File: src/rtl/pwm_fade_sequencer.sv
// APB master that programs one apb_pwm and ramps its trigger register up and down.
// Define PWM_SEQ_TIMEOUT_EN to abandon transfers whose pready never arrives.
module pwm_fade_sequencer #(
    parameter int INTERVAL_W     = 24,
    parameter int TIMEOUT_CYCLES = 16
) (
    input  logic                  pclk,
    input  logic                  preset_n,
    input  logic                  start,
    input  logic                  stop,
    input  logic [31:0]           cfg_reload,
    input  logic [31:0]           cfg_trig_min,
    input  logic [31:0]           cfg_trig_max,
    input  logic [31:0]           cfg_step,
    input  logic [INTERVAL_W-1:0] cfg_interval,
    input  logic [15:0]           cfg_prescaler,
    input  logic                  cfg_active,
    output logic                  busy,
    output logic                  ramp_dir,
    output logic [31:0]           cur_trigger,
    output logic                  err,
    output logic [7:0]            paddr,
    output logic                  psel,
    output logic                  penable,
    output logic                  pwrite,
    output logic [31:0]           pwdata,
    output logic [3:0]            pstrb,
    output logic [2:0]            pprot,
    input  logic                  pready
);
    localparam logic [7:0] ADDR_CFG    = 8'h00;
    localparam logic [7:0] ADDR_RELOAD = 8'h08;
    localparam logic [7:0] ADDR_TRIG   = 8'h0C;

    typedef enum logic [2:0] {
        IDLE, INIT_RELOAD, INIT_TRIG, INIT_CFG, RUN_WAIT, STEP_WR, STOP_CFG
    } state_e;
    typedef enum logic [1:0] {W_IDLE, W_SETUP, W_ACCESS} wr_state_e;

    state_e                state_q, state_d;
    wr_state_e             wr_q, wr_d;
    logic [31:0]           reload_q, reload_d, trig_min_q, trig_min_d;
    logic [31:0]           trig_max_q, trig_max_d, step_q, step_d;
    logic [INTERVAL_W-1:0] interval_q, interval_d, cnt_q, cnt_d, interval_load;
    logic [15:0]           prescaler_q, prescaler_d;
    logic                  active_q, active_d;
    logic [7:0]            addr_q, addr_d, req_addr;
    logic [31:0]           wdata_q, wdata_d, req_data, cur_q, cur_d, next_trig;
    logic                  dir_pend_q, dir_pend_d, ramp_dir_q, ramp_dir_d;
    logic                  stop_pend_q, stop_pend_d, stop_seen;
    logic                  wr_req, wr_done, wr_abort, req_dir, next_dir, start_accept;
    logic [32:0]           sum33, floor33;

    assign start_accept  = (state_q == IDLE) && start && !stop;
    assign stop_seen     = stop_pend_q || stop;
    assign interval_load = (interval_q == '0) ? INTERVAL_W'(1) : interval_q;

    // 33-bit sums keep min + step and cur + step from wrapping near 2^32.
    always_comb begin
        sum33    = {1'b0, cur_q} + {1'b0, step_q};
        floor33  = {1'b0, trig_min_q} + {1'b0, step_q};
        next_trig = cur_q - step_q;
        next_dir  = 1'b1;
        if (!ramp_dir_q) begin
            next_trig = sum33[31:0];
            next_dir  = 1'b0;
            if (sum33 >= {1'b0, trig_max_q}) begin
                next_trig = trig_max_q;
                next_dir  = 1'b1;
            end
        end else if ({1'b0, cur_q} <= floor33) begin
            // Inclusive like the rising clamp: landing exactly on min turns the ramp.
            next_trig = trig_min_q;
            next_dir  = 1'b0;
        end
    end

    always_comb begin
        // NOTE: every next-state signal takes its hold value first, so no path infers a latch.
        state_d     = state_q;
        wr_d        = wr_q;
        reload_d    = reload_q;
        trig_min_d  = trig_min_q;
        trig_max_d  = trig_max_q;
        step_d      = step_q;
        interval_d  = interval_q;
        prescaler_d = prescaler_q;
        active_d    = active_q;
        cnt_d       = cnt_q;
        addr_d      = addr_q;
        wdata_d     = wdata_q;
        dir_pend_d  = dir_pend_q;
        cur_d       = cur_q;
        ramp_dir_d  = ramp_dir_q;
        stop_pend_d = stop_pend_q || ((state_q != IDLE) && stop);
        wr_req      = 1'b0;
        wr_done     = 1'b0;
        req_addr    = ADDR_CFG;
        req_data    = '0;
        req_dir     = ramp_dir_q;

        unique case (state_q)
            INIT_RELOAD: begin wr_req = 1'b1; req_addr = ADDR_RELOAD; req_data = reload_q; end
            INIT_TRIG: begin
                wr_req = 1'b1; req_addr = ADDR_TRIG; req_data = trig_min_q; req_dir = 1'b0;
            end
            INIT_CFG:  begin wr_req = 1'b1; req_data = {prescaler_q, 12'h000, active_q, 3'b010}; end
            STEP_WR: begin
                wr_req = 1'b1; req_addr = ADDR_TRIG; req_data = next_trig; req_dir = next_dir;
            end
            STOP_CFG:  begin wr_req = 1'b1; req_data = {prescaler_q, 12'h000, active_q, 3'b000}; end
            default: ;
        endcase

        // The issuing cycle is itself idle on the bus, giving the mandatory gap between transfers.
        unique case (wr_q)
            W_IDLE: if (wr_req) begin
                wr_d       = W_SETUP;
                addr_d     = req_addr;
                wdata_d    = req_data;
                dir_pend_d = req_dir;
            end
            W_SETUP:  wr_d = W_ACCESS;
            W_ACCESS: if (pready) begin
                wr_d    = W_IDLE;
                wr_done = 1'b1;
            end
            default:  wr_d = W_IDLE;
        endcase

        if (wr_done && (addr_q == ADDR_TRIG)) begin
            cur_d      = wdata_q;
            ramp_dir_d = dir_pend_q;
        end

        unique case (state_q)
            IDLE: if (start_accept) begin
                reload_d    = cfg_reload;
                trig_min_d  = cfg_trig_min;
                trig_max_d  = cfg_trig_max;
                step_d      = cfg_step;
                interval_d  = cfg_interval;
                prescaler_d = cfg_prescaler;
                active_d    = cfg_active;
                state_d     = INIT_RELOAD;
            end
            INIT_RELOAD: if (wr_done) state_d = stop_seen ? STOP_CFG : INIT_TRIG;
            INIT_TRIG:   if (wr_done) state_d = stop_seen ? STOP_CFG : INIT_CFG;
            INIT_CFG, STEP_WR: if (wr_done) begin
                state_d = stop_seen ? STOP_CFG : RUN_WAIT;
                cnt_d   = interval_load;
            end
            RUN_WAIT: begin
                if (stop_seen)                  state_d = STOP_CFG;
                else if (cnt_q > INTERVAL_W'(1)) cnt_d   = cnt_q - INTERVAL_W'(1);
                else if (trig_min_q < trig_max_q) state_d = STEP_WR;
                else                            cnt_d   = interval_load;
            end
            STOP_CFG: if (wr_done) begin
                state_d     = IDLE;
                stop_pend_d = 1'b0;
            end
            default: state_d = IDLE;
        endcase

        if (wr_abort) begin
            wr_d        = W_IDLE;
            state_d     = IDLE;
            stop_pend_d = 1'b0;
        end
    end

    // NOTE: sequential state uses non-blocking assignments only; next values come from always_comb.
    always_ff @(posedge pclk or negedge preset_n) begin
        if (!preset_n) begin
            state_q     <= IDLE;
            wr_q        <= W_IDLE;
            reload_q    <= '0;
            trig_min_q  <= '0;
            trig_max_q  <= '0;
            step_q      <= '0;
            interval_q  <= '0;
            prescaler_q <= '0;
            active_q    <= 1'b0;
            cnt_q       <= '0;
            addr_q      <= '0;
            wdata_q     <= '0;
            dir_pend_q  <= 1'b0;
            cur_q       <= '0;
            ramp_dir_q  <= 1'b0;
            stop_pend_q <= 1'b0;
        end else begin
            state_q     <= state_d;
            wr_q        <= wr_d;
            reload_q    <= reload_d;
            trig_min_q  <= trig_min_d;
            trig_max_q  <= trig_max_d;
            step_q      <= step_d;
            interval_q  <= interval_d;
            prescaler_q <= prescaler_d;
            active_q    <= active_d;
            cnt_q       <= cnt_d;
            addr_q      <= addr_d;
            wdata_q     <= wdata_d;
            dir_pend_q  <= dir_pend_d;
            cur_q       <= cur_d;
            ramp_dir_q  <= ramp_dir_d;
            stop_pend_q <= stop_pend_d;
        end
    end

`ifdef PWM_SEQ_TIMEOUT_EN
    localparam int TO_W = $clog2(TIMEOUT_CYCLES + 1);
    logic [TO_W-1:0] to_cnt_q, to_cnt_d;
    logic            err_q, err_d;

    assign wr_abort = (wr_q == W_ACCESS) && !pready && (to_cnt_q == TO_W'(TIMEOUT_CYCLES - 1));

    always_comb begin
        to_cnt_d = (wr_q == W_ACCESS) ? to_cnt_q + TO_W'(1) : '0;
        err_d    = err_q;
        if (start_accept)  err_d = 1'b0;
        else if (wr_abort) err_d = 1'b1;
    end

    always_ff @(posedge pclk or negedge preset_n) begin
        if (!preset_n) begin
            to_cnt_q <= '0;
            err_q    <= 1'b0;
        end else begin
            to_cnt_q <= to_cnt_d;
            err_q    <= err_d;
        end
    end

    assign err = err_q;
`else
    // Transfers wait for pready forever; the comparison is constant false.
    assign wr_abort = (TIMEOUT_CYCLES < 0);
    assign err      = 1'b0;
`endif

    assign busy        = (state_q != IDLE);
    assign ramp_dir    = ramp_dir_q;
    assign cur_trigger = cur_q;
    assign paddr       = addr_q;
    assign pwdata      = wdata_q;
    assign psel        = (wr_q != W_IDLE);
    assign penable     = (wr_q == W_ACCESS);
    assign pwrite      = 1'b1;
    assign pstrb       = 4'hF;
    assign pprot       = 3'b000;
endmodule

File: config.mk
export PLATFORM = sky130hd
export DESIGN_NAME = pwm_fade_sequencer
export DESIGN_NICKNAME = d
export VERILOG_FILES = /design/src/rtl/pwm_fade_sequencer.sv
export SDC_FILE = /design/constraint.sdc
export NUM_CORES = 1
export LEC_CHECK = 0
export ABC_AREA = 1
export CAP_MARGIN = 20
export CORE_MARGIN = 5
export CORE_UTILIZATION = 30
export DETAILED_ROUTE_END_ITERATION = 8
export PLACE_DENSITY_LB_ADDON = 0.2
export SYNTH_ARGS = -nofsm -noshare
export SYNTH_HDL_FRONTEND = slang
export SYNTH_SLANG_ARGS = --single-unit
File: constraint.sdc
create_clock -name pclk -period 8.25 [get_ports pclk]
set_clock_uncertainty 0.2 [all_clocks]
set_input_delay 0.825 -clock pclk [delete_from_list [all_inputs] [get_ports pclk]]
set_output_delay 0.825 -clock pclk [all_outputs]
set_load 0.02 [all_outputs]
==> flow_summary.rst, run 1 <==
.. list-table::
   :header-rows: 1

   * - Metric
     - Value
   * - Worst setup path class
     - reg2reg
   * - Cell mode on critical path
     - nand2_1
   * - Fraction of final layout cells with drive strength greater than 1
     - 0.04754
   * - Global-route wire length before repair
     - 124.7 mm
   * - Starting density of the core
     - 0.3016
   * - CP max stage cell
     - nor2_4
   * - Std-Cell Core Area
     - 68350 µm²
   * - Result of the run
     - completed
   * - Highest metal used
     - met5
   * - H-Tree Depth
     - 2
   * - Max-slew violations
     - 0
   * - Io pins
     - 259
   * - Number of antenna violations at the first check in global routing
     - 4
   * - Multiplexer share of the synthesized area
     - 0.008196
   * - Post-synthesis sequential element count
     - 267
   * - Wire length after detailed routing
     - 84.06 mm
   * - Tcrit/Tclk final
     - 0.6949
   * - Cell Rows
     - 96
   * - Total routed wire length on the met1 layer
     - 38.11 mm
   * - Highest net fanout along the worst path
     - 19
   * - Hold/Removal Path Class
     - in2async
   * - DRC Markers
     - 0
   * - Floorplan die height
     - 272.1 µm
   * - Slew at the pin closest to its max-slew limit
     - 980.8 ps
   * - Number of instances in the synthesized netlist
     - 2914
   * - Setup repair bufs after CTS
     - 0
   * - Library cells used by synthesis
     - 61
   * - Via count of the first global-routing pass
     - 19.77k
   * - Clock tree from TritonCTS
     - done
   * - Total clock buffers created by CTS
     - 36
   * - Setup TNS
     - 0 ps
   * - Post-Synth Simple-Gate Area
     - 0.2770
   * - Met2 layer wire length in the routed design
     - 38.10 mm
   * - Largest family of logic cells by synthesized area
     - simple AND/OR/NAND/NOR gates
   * - Overall die area
     - 74040 µm²
   * - CTS max path bufs
     - 3
   * - Post-synthesis adder-cell area fraction
     - 0.1195
   * - Pin count of the biggest net entering global routing
     - 163
   * - Residual overflow from global routing
     - 0
   * - Routed length per instance
     - 20.93 µm
   * - Via density per instance
     - 5.018
   * - Share of flip-flops with an asynchronous set or reset after synthesis
     - 1.000
   * - Insertion delay to the later sink of the worst-skew pair
     - 590 ps
   * - Most common flop cell mapped by yosys
     - dfrtp_1
   * - Post-synthesis instance area
     - 20610 µm²
   * - Number of nets still failing antenna checks after routing
     - 0
   * - Hold buffers post-CTS
     - 0
   * - Clock root cell
     - clkbuf_16
   * - Final critical delay including setup and external delays
     - 5733 ps
   * - Total routing resource utilization after global routing
     - 0.2204
   * - Horizontal extent of the die
     - 272.1 µm
   * - Length of routed met3 wiring
     - 5.942 mm
   * - Area growth from synthesis to layout
     - 21.73%
   * - Port-buffer cells
     - 243
   * - Fmax achieved
     - 174.4 MHz
   * - CTS clock-pin slew for the worst setup and hold paths
     - 60 ps
   * - Syn avg cell area
     - 7.073 µm²
   * - Max-Cap Viols
     - 0
   * - DP Wirelength
     - 66.19 mm
   * - Xor/xnor share of the synthesized area
     - 0.03527
   * - Count of vias placed by the detailed router
     - 20.16k
   * - First-pass iteration count of the detailed router
     - 6
   * - Clock sink total
     - 267
   * - Worst slew margin relative to its limit
     - 0.3445
   * - Post-synthesis sequential area ratio
     - 0.3242
   * - First DRT Iteration DRCs
     - 1691
   * - Final #Nets
     - 3475
   * - Number of flops mapped to enable cells by yosys
     - 0
   * - CP endpoint kind
     - register
   * - Total number of yosys warnings
     - 0
   * - PostCTS Resize Cnt
     - 0
   * - Unrepaired setup endpoints after global routing
     - false
   * - # setup viols final
     - 0
   * - Post-synthesis compound-gate area fraction
     - 0.1430
   * - Final number of hold-violating endpoints
     - 0
   * - Critical Path RT
     - 8490 ps
   * - Data arrival time of the worst path
     - 5980 ps
   * - Category of the worst setup path launch point
     - register
   * - Delay of the slowest cell on the worst path
     - 540 ps
   * - GP Congestion
     - 0.9507
## flip-flops by register name, indices dropped and copies added (netlist names), 3 cells and up
name and count:
pwdata 32, cur_trigger 32, prescaler_q 16, state_q 3
interval_q 24, cnt_q 24, trig_min_q 32, trig_max_q 32
reload_q 32, step_q 32
## synth_stat cells, drive strengths merged (4+ instances only)
master / count / area share
dfrtp: 267 / 0.32
a21oi: 192 / 0.048
nand2: 862 / 0.16
inv: 348 / 0.063
o21ai: 232 / 0.057
ha: 192 / 0.12
a211oi: 5 / 0.0023
a21o: 6 / 0.0022
o21bai: 8 / 0.0029
a31oi: 9 / 0.0030
or2: 17 / 0.0052
a221oi: 31 / 0.013
nand3b: 4 / 0.0015
buf: 62 / 0.018
o21a: 12 / 0.0044
nor4: 8 / 0.0027
clkbuf: 56 / 0.010
xnor2: 24 / 0.010
mux2: 15 / 0.0082
nor3: 28 / 0.0073
o211ai: 7 / 0.0025
nor2: 208 / 0.038
nand4: 76 / 0.023
xor2: 59 / 0.025
a21boi: 12 / 0.0046
nand3: 152 / 0.038
## stage by stage
step,hold WS (ps),setup slack (ps),util,instance area [µm²],instances
after global placement,255.9,2637,0.3479,23770,3950
after global routing,191.7,2071,0.3671,25090,4016
after detailed placement,259.4,2633,0.3479,23770,3950
after floorplan,241.9,4022,-,20660,2927
after CTS,158.0,2594,0.3671,25090,4016
final,125.4,2517,0.3671,25090,4017
## metal layers
| metal | track usage | vias to the layer above |
|---|---|---|
| met1 | 0.3055 | 9519 |
| li1 | - | 9933 |
| met5 | 0 | - |
| met3 | 0.04537 | 103 |
| met4 | 0.04923 | 4 |
| met2 | 0.3564 | 600 |
## placed cells by master, fill, tap and decap left out, types with 8 or more instances in the layout
master,Yosys,routed
nand2_1,855,855
inv_1,344,344
dfrtp_1,267,267
clkdlybuf4s50_1,0,242
o21ai_0,214,214
nor2_1,206,204
ha_1,192,192
a21oi_1,185,185
nand3_1,147,147
nand4_1,76,76
xor2_1,59,59
clkbuf_16,0,36
a221oi_1,31,31
nor3_1,26,25
xnor2_1,24,24
o21ai_1,16,16
or2_2,16,16
mux2_2,15,15
conb_1,2,15
buf_4,21,15
o21a_1,12,12
a21boi_1,9,9
o21bai_1,8,8
clkbuf_8,0,8
## worst paths after layout
path	startpoint	endpoint	slack, ps	cells after the start
setup / recovery	trig_min_q[0]	pwdata[4]	2520	30
hold / removal	preset_n	reload_q[29]	130	1
setup reg to reg	trig_min_q[0]	pwdata[4]	2520	30
hold reg to reg	prescaler_q[10]	prescaler_q[10]	270	2
max in group asynchronous	preset_n	pwdata[8]	6240	2
min in group pclk	prescaler_q[10]	prescaler_q[10]	270	2
## layout make-up
type / instances / area [µm²]
Antenna cell: 1 / 2.502
Timing Repair Buffer: 259 / 2570
Inverter: 351 / 1318
Fill cell: 7298 / 43260
Tap cell: 882 / 1104
Clock inverter: 18 / 286.5
Multi-Input combinational cell: 2191 / 12100
Clock buffer: 48 / 1026
Sequential cell: 267 / 6681
## cell families (layout without fill, tap and decap cells)
group,Yosys count,in the layout
muxes,15,15
adders and majority gates,195,195
other,2,16
buffers and inverters,469,676
DFF,267,267
and+or+nand+nor,1361,1361
AOI/OAI and AO/OA,522,522
xor gates and xnor gates,83,83
## critical path: cells and delay by family, from the launching register on
family	cells	cell delay, ps
and+or+nand+nor	17	2790
adders and majority gates	3	930
buffers and inverters	5	360
xor gates and xnor gates	1	60
AOI/OAI and AO/OA	4	790
DFF	1	460
Power of run 1 is left out: the tool's default activity adds up to more than one toggle a clock period on the data nets, which glitch-free logic cannot reach.
==> run 2, diff against run 1 <==
Clock period 8.25 ns to 5.45 ns, I/O delays scaled along.
==> run 2 against run 1 <==
Net effect: via count is 1.1% higher; sequential share of layout area is 0.29 points lower; global-route usage is 0.51 points higher.
==> flow_summary.rst, run 2 (synthesized netlist as in run 1, its figures left out) <==
.. list-table::
   :header-rows: 1

   * - Metric
     - Value
   * - Total clock buffers created by CTS
     - 35 (-2.8%)
   * - Fraction of final layout cells with drive strength greater than 1
     - 0.05654 (+0.008995)
   * - Residual overflow from global routing
     - 0 (unchanged)
   * - GP Congestion
     - 0.9953 (+4.7%)
   * - Std-Cell Core Area
     - 68350 µm² (unchanged)
   * - Clock tree from TritonCTS
     - done
   * - Pin count of the biggest net entering global routing
     - 166 (+1.8%)
   * - Category of the worst setup path launch point
     - register
   * - H-Tree Depth
     - 2 (unchanged)
   * - Commonest non-fill, non-tap cells in the layout
     - 855 x nand2_1, 344 x inv_1, 267 x dfrtp_1, 242 x clkdlybuf4s50_1, 213 x o21ai_0
   * - Worst slew margin relative to its limit
     - 0.3881 (+0.04362)
   * - Result of the run
     - completed
   * - Worst setup path endpoint
     - pwdata[9]
   * - Via count of the first global-routing pass
     - 20.03k (+1.4%)
   * - Via density per instance
     - 5.031 (+0.24%)
   * - First DRT Iteration DRCs
     - 1697 (+0.35%)
   * - Origin of the critical flop-to-flop path
     - trig_min_q[0]
   * - Global-route wire length before repair
     - 127.4 mm (+2.2%)
   * - Io pins
     - 259 (unchanged)
   * - Cell mode on critical path
     - nand2_1
   * - Worst setup path startpoint
     - trig_min_q[0]
   * - Crit Reg-Reg Endpoint
     - pwdata[9]
   * - CTS clock-pin slew for the worst setup and hold paths
     - 60 ps (about the same)
   * - Hold/Removal Path Class
     - reg2reg
   * - Cell Rows
     - 96 (unchanged)
   * - Tcrit/Tclk final
     - 0.9229 (+0.2281)
   * - Hold path depth
     - 2
   * - Setup TNS
     - 0 ps (unchanged)
   * - Slew at the pin closest to its max-slew limit
     - 917.8 ps (-63.05 ps)
   * - Overall die area
     - 74040 µm² (unchanged)
   * - First-pass iteration count of the detailed router
     - 6 (unchanged)
   * - Worst setup path class
     - reg2reg
   * - Horizontal extent of the die
     - 272.1 µm (unchanged)
   * - Final number of hold-violating endpoints
     - 0 (unchanged)
   * - CP endpoint kind
     - register
   * - Delay of the slowest cell on the worst path
     - 430 ps (-110 ps)
   * - Count of vias placed by the detailed router
     - 20.37k (+1.1%)
   * - Data arrival time of the worst path
     - 5260 ps (-720 ps)
   * - Wire length after detailed routing
     - 85.93 mm (+2.2%)
   * - Number of fillers in the final layout
     - 7286 (-0.16%)
   * - Final critical delay including setup and external delays
     - 5030 ps (-702.8 ps)
   * - Starting density of the core
     - 0.3016 (unchanged)
   * - CTS max path bufs
     - 3 (unchanged)
   * - R2R depth
     - 34 (+13%)
   * - Routed length per instance
     - 21.22 µm (+1.4%)
   * - Number of antenna violations at the first check in global routing
     - 5 (+1)
   * - Clock sink total
     - 267 (unchanged)
   * - # setup viols final
     - 0 (unchanged)
   * - DP Wirelength
     - 67.95 mm (+2.7%)
   * - Number of nets still failing antenna checks after routing
     - 0 (unchanged)
   * - Max-Cap Viols
     - 0 (unchanged)
   * - Highest net fanout along the worst path
     - 10 (-9)
   * - Insertion delay to the later sink of the worst-skew pair
     - 570 ps (-20 ps)
   * - CP max stage cell
     - dfrtp_1
   * - Fmax achieved
     - 198.8 MHz (+14%)
   * - Total routing resource utilization after global routing
     - 0.2255 (+0.005114)
   * - Setup repair bufs after CTS
     - 0 (unchanged)
   * - Port-buffer cells
     - 243 (unchanged)
   * - Most common cell after layout, fill and taps aside
     - nand2_1
   * - Area growth from synthesis to layout
     - 23.05%
   * - Max-slew violations
     - 0 (unchanged)
   * - Floorplan die height
     - 272.1 µm (unchanged)
   * - Final #Nets
     - 3513 (+1.1%)
   * - Critical Path RT
     - 5680 ps (-2810 ps)
   * - Minimum setup slack among reg-to-reg paths
     - 420 ps (-2100 ps)
   * - Clock root cell
     - clkbuf_16
   * - Unrepaired setup endpoints after global routing
     - false
   * - DRC Markers
     - 0 (unchanged)
run 2: area by class of cell:
cell class              instances  area [µm²]  share of cell area
repair buffers                298        2944              0.1161
clock buffers                  52        1050             0.04139
flip-flops and latches        267        6681              0.2635
clock inverters                 7       150.1            0.005920
well taps                     882        1104             0.04351
diodes                          2       5.005           0.0001973
inverters                     351        1318             0.05195
multi-input cells            2191       12110              0.4775
run 2: metrics by stage:
stage,hold slack [ps],cells,cell area (µm²),setup slack [ps],util
2_1_floorplan,49.41,2927,20660,1222,-
3_3_place_gp,260.6,3988,24130,354.9,0.3531
3_5_place_dp,261.4,3988,24130,275.9,0.3531
4_1_cts,276.2,4048,25340,229.3,0.3708
5_1_grt,290.9,4048,25360,36.28,0.3710
6_report,270.0,4050,25360,419.9,0.3711
run 2: metal layers:
| metal | share of wire | wire [µm] | track usage | vias to the layer above |
|---|---|---|---|---|
| li1 | - | - | - | 9992 |
| met1 | 0.45 | 38520 | 0.3140 | 9549 |
| met2 | 0.45 | 38390 | 0.3589 | 696 |
| met3 | 0.077 | 6647 | 0.04581 | 131 |
| met4 | 0.027 | 2330 | 0.05964 | 6 |
| met5 | 0.00040 | 34 | 0 | - |
run 2: how the worst min path moves through the flow:
| stage | slack [ps] | startpoint | end |
|---|---|---|---|
| floorplan | 50 | preset_n | active_q |
| global placement | 260 | prescaler_q[15] | prescaler_q[15] |
| detailed placement | 260 | reload_q[0] | reload_q[0] |
| CTS | 280 | reload_q[0] | reload_q[0] |
| global route | 290 | reload_q[28] | reload_q[28] |
| finish | 270 | reload_q[0] | reload_q[0] |
run 2: critical path: cells and delay by family (launching register included):
kind            cells  cell delay [ps]
simple gates       21             2080
fa+ha+maj           3              910
compound gates      6              800
flops               1              430
buf+inv             3              340
xor+xnor            1              120
run 2: repair_timing:
item,CTS,global route
hold buffers,1,0
hold endpoints to repair,90,0
endpoints found under the setup margin,0,33
resized for setup,0,4
Power of run 2 is left out for the same reason.
==> run 3, diff against run 2 <==
Settings changed: CTS_CLUSTER_DIAMETER set to 150, SETUP_SLACK_MARGIN set to 0.05.
==> run 3 against run 2 <==
Net effect: final area is essentially flat; non-clock buffer count is the same; global-route usage did not move; worst hold slack stayed put; die area stayed put; first-iteration DRC count rose by 0.18%; sequential cell count unchanged; core utilization hardly changed; critical path type unchanged; critical endpoint unchanged; largest cell class unchanged; highest routed layer unchanged.
==> flow_summary.rst, run 3 (synthesized netlist as in run 1, its figures left out) <==
.. list-table::
   :header-rows: 1

   * - Metric
     - Value
   * - Fraction of final layout cells with drive strength greater than 1
     - 0.05685 (+0.0003159)
   * - Number of nets still failing antenna checks after routing
     - 0 (unchanged)
   * - Buf+Inv Stages, Crit Path
     - 3 (unchanged)
   * - Max-Cap Viols
     - 0 (unchanged)
   * - Global-route wire length before repair
     - 127.4 mm (unchanged)
   * - GP Congestion
     - 0.9953 (unchanged)
   * - Number of antenna violations at the first check in global routing
     - 5 (unchanged)
   * - Slew at the pin closest to its max-slew limit
     - 920.8 ps (+3.054 ps)
   * - Routed length per instance
     - 21.20 µm (about the same)
   * - Most common cell after layout, fill and taps aside
     - nand2_1
   * - Length of routed met3 wiring
     - 6.544 mm (-1.5%)
   * - Worst setup path class
     - reg2reg
   * - Category of the worst setup path launch point
     - register
   * - DP Wirelength
     - 67.95 mm (unchanged)
   * - H-Tree Depth
     - 2 (unchanged)
   * - Area growth from synthesis to layout
     - 23.06% (about the same)
   * - Number of fillers in the final layout
     - 7287 (+0.014%)
   * - Final worst hold slack
     - 270.0 ps (unchanged)
   * - CTS max path bufs
     - 3 (unchanged)
   * - Hold/Removal Path Class
     - reg2reg
   * - DRC Markers
     - 0 (unchanged)
   * - Horizontal extent of the die
     - 272.1 µm (unchanged)
   * - Final critical delay including setup and external delays
     - 4967 ps (-62.94 ps)
   * - Insertion delay to the later sink of the worst-skew pair
     - 570 ps (about the same)
   * - Worst slew margin relative to its limit
     - 0.3861 (-0.002035)
   * - Pin count of the biggest net entering global routing
     - 166 (unchanged)
   * - Starting density of the core
     - 0.3016 (unchanged)
   * - Io pins
     - 259 (unchanged)
   * - Via count of the first global-routing pass
     - 20.03k (unchanged)
   * - Highest net fanout along the worst path
     - 10 (unchanged)
   * - Clock tree from TritonCTS
     - done
   * - Fmax achieved
     - 201.3 MHz (+1.3%)
   * - Cell Rows
     - 96 (unchanged)
   * - Clock sink total
     - 267 (unchanged)
   * - Clock root cell
     - clkbuf_16
   * - Overall die area
     - 74040 µm² (unchanged)
   * - Total routing resource utilization after global routing
     - 0.2255 (unchanged)
   * - Data arrival time of the worst path
     - 5190 ps (-70 ps)
   * - Port-buffer cells
     - 243 (unchanged)
   * - Result of the run
     - completed
   * - Std-Cell Core Area
     - 68350 µm² (unchanged)
   * - Setup TNS
     - 0 ps (unchanged)
   * - Total clock buffers created by CTS
     - 35 (unchanged)
   * - Wire length after detailed routing
     - 85.87 mm (about the same)
   * - Unrepaired setup endpoints after global routing
     - false
   * - CP endpoint kind
     - register
   * - CTS clock-pin slew for the worst setup and hold paths
     - 60 ps (about the same)
   * - Highest metal used
     - met5
   * - Critical Path RT
     - 5680 ps (about the same)
   * - Residual overflow from global routing
     - 0 (unchanged)
   * - First DRT Iteration DRCs
     - 1700 (+0.18%)
   * - Cell mode on critical path
     - nand2_1
   * - Delay of the slowest cell on the worst path
     - 430 ps (about the same)
   * - Final #Nets
     - 3513 (unchanged)
   * - Met2 layer wire length in the routed design
     - 38.36 mm (about the same)
   * - Count of vias placed by the detailed router
     - 20.40k (+0.11%)
   * - Final number of hold-violating endpoints
     - 0 (unchanged)
   * - Floorplan die height
     - 272.1 µm (unchanged)
   * - First-pass iteration count of the detailed router
     - 6 (unchanged)
   * - Max-slew violations
     - 0 (unchanged)
   * - Tcrit/Tclk final
     - 0.9114 (-0.01155)
   * - Commonest non-fill, non-tap cells in the layout
     - 854 x nand2_1, 344 x inv_1, 267 x dfrtp_1, 242 x clkdlybuf4s50_1, 213 x o21ai_0
   * - Total routed wire length on the met1 layer
     - 38.60 mm (+0.22%)
   * - CP max stage cell
     - dfrtp_1
   * - Cell family contributing the most delay on the critical path
     - simple AND/OR/NAND/NOR gates
   * - # setup viols final
     - 0 (unchanged)
   * - Via density per instance
     - 5.036 (+0.11%)
   * - Setup repair bufs after CTS
     - 0 (unchanged)
## run 3: changes by cell type in the layout (fill, tap and decap cells not counted)
cell / before / now
nand2_2: 5 / 6
nand2_1: 855 / 854
## run 3: metrics by stage
stage | instance area, µm² | worst slack (ps) | std cells | util
global placement | 24130 | 354.9 | 3988 | 0.3531
detailed placement | 24130 | 275.9 | 3988 | 0.3531
global route | 25360 | 111.3 | 4048 | 0.3710
CTS | 25340 | 229.3 | 4048 | 0.3708
floorplan | 20660 | 1222 | 2927 | -
finish | 25360 | 482.9 | 4050 | 0.3711
## run 3: worst min-delay path: cells and delay by family (launching register included)
family,cells,cell delay [ps]
simple gates,2,90
flops,1,340
## run 3: path summary, 6_finish.rpt
check / startpoint / end / slack (ps) / depth (start not counted)
max: trig_min_q[0] / pwdata[9] / 480 / 34
min: reload_q[0] / reload_q[0] / 270 / 2
max reg2reg: trig_min_q[0] / pwdata[9] / 480 / 34
min reg2reg: reload_q[0] / reload_q[0] / 270 / 2
max in group asynchronous: preset_n / cur_trigger[6] / 3360 / 3
min in group asynchronous: preset_n / prescaler_q[8] / 400 / 2
## run 3: repair_timing
| item | CTS | global route |
|---|---|---|
| gates resized for setup | 0 | 5 |
| hold endpoints to repair | 90 | 0 |
| hold buffers | 1 | 0 |
| endpoints found under the setup margin | 0 | 33 |
## run 3: layout make-up
| cell class | count | area, µm² | share of cell area |
|---|---|---|---|
| Clock buffer | 52 | 1050 | 0.04139 |
| Inverter | 351 | 1318 | 0.05195 |
| Antenna cell | 2 | 5.005 | 0.0001973 |
| Clock inverter | 7 | 150.1 | 0.005920 |
| Multi-Input combinational cell | 2191 | 12110 | 0.4775 |
| Tap cell | 882 | 1104 | 0.04351 |
| Sequential cell | 267 | 6681 | 0.2634 |
| Timing Repair Buffer | 298 | 2944 | 0.1161 |
## run 3: routing by layer
| metal | vias to the layer above | GRT usage |
|---|---|---|
| met2 | 696 | 0.3589 |
| li1 | 9998 | - |
| met4 | 6 | 0.05964 |
| met5 | - | 0 |
| met1 | 9565 | 0.3140 |
| met3 | 131 | 0.04581 |
Power of run 3 is left out for the same reason.
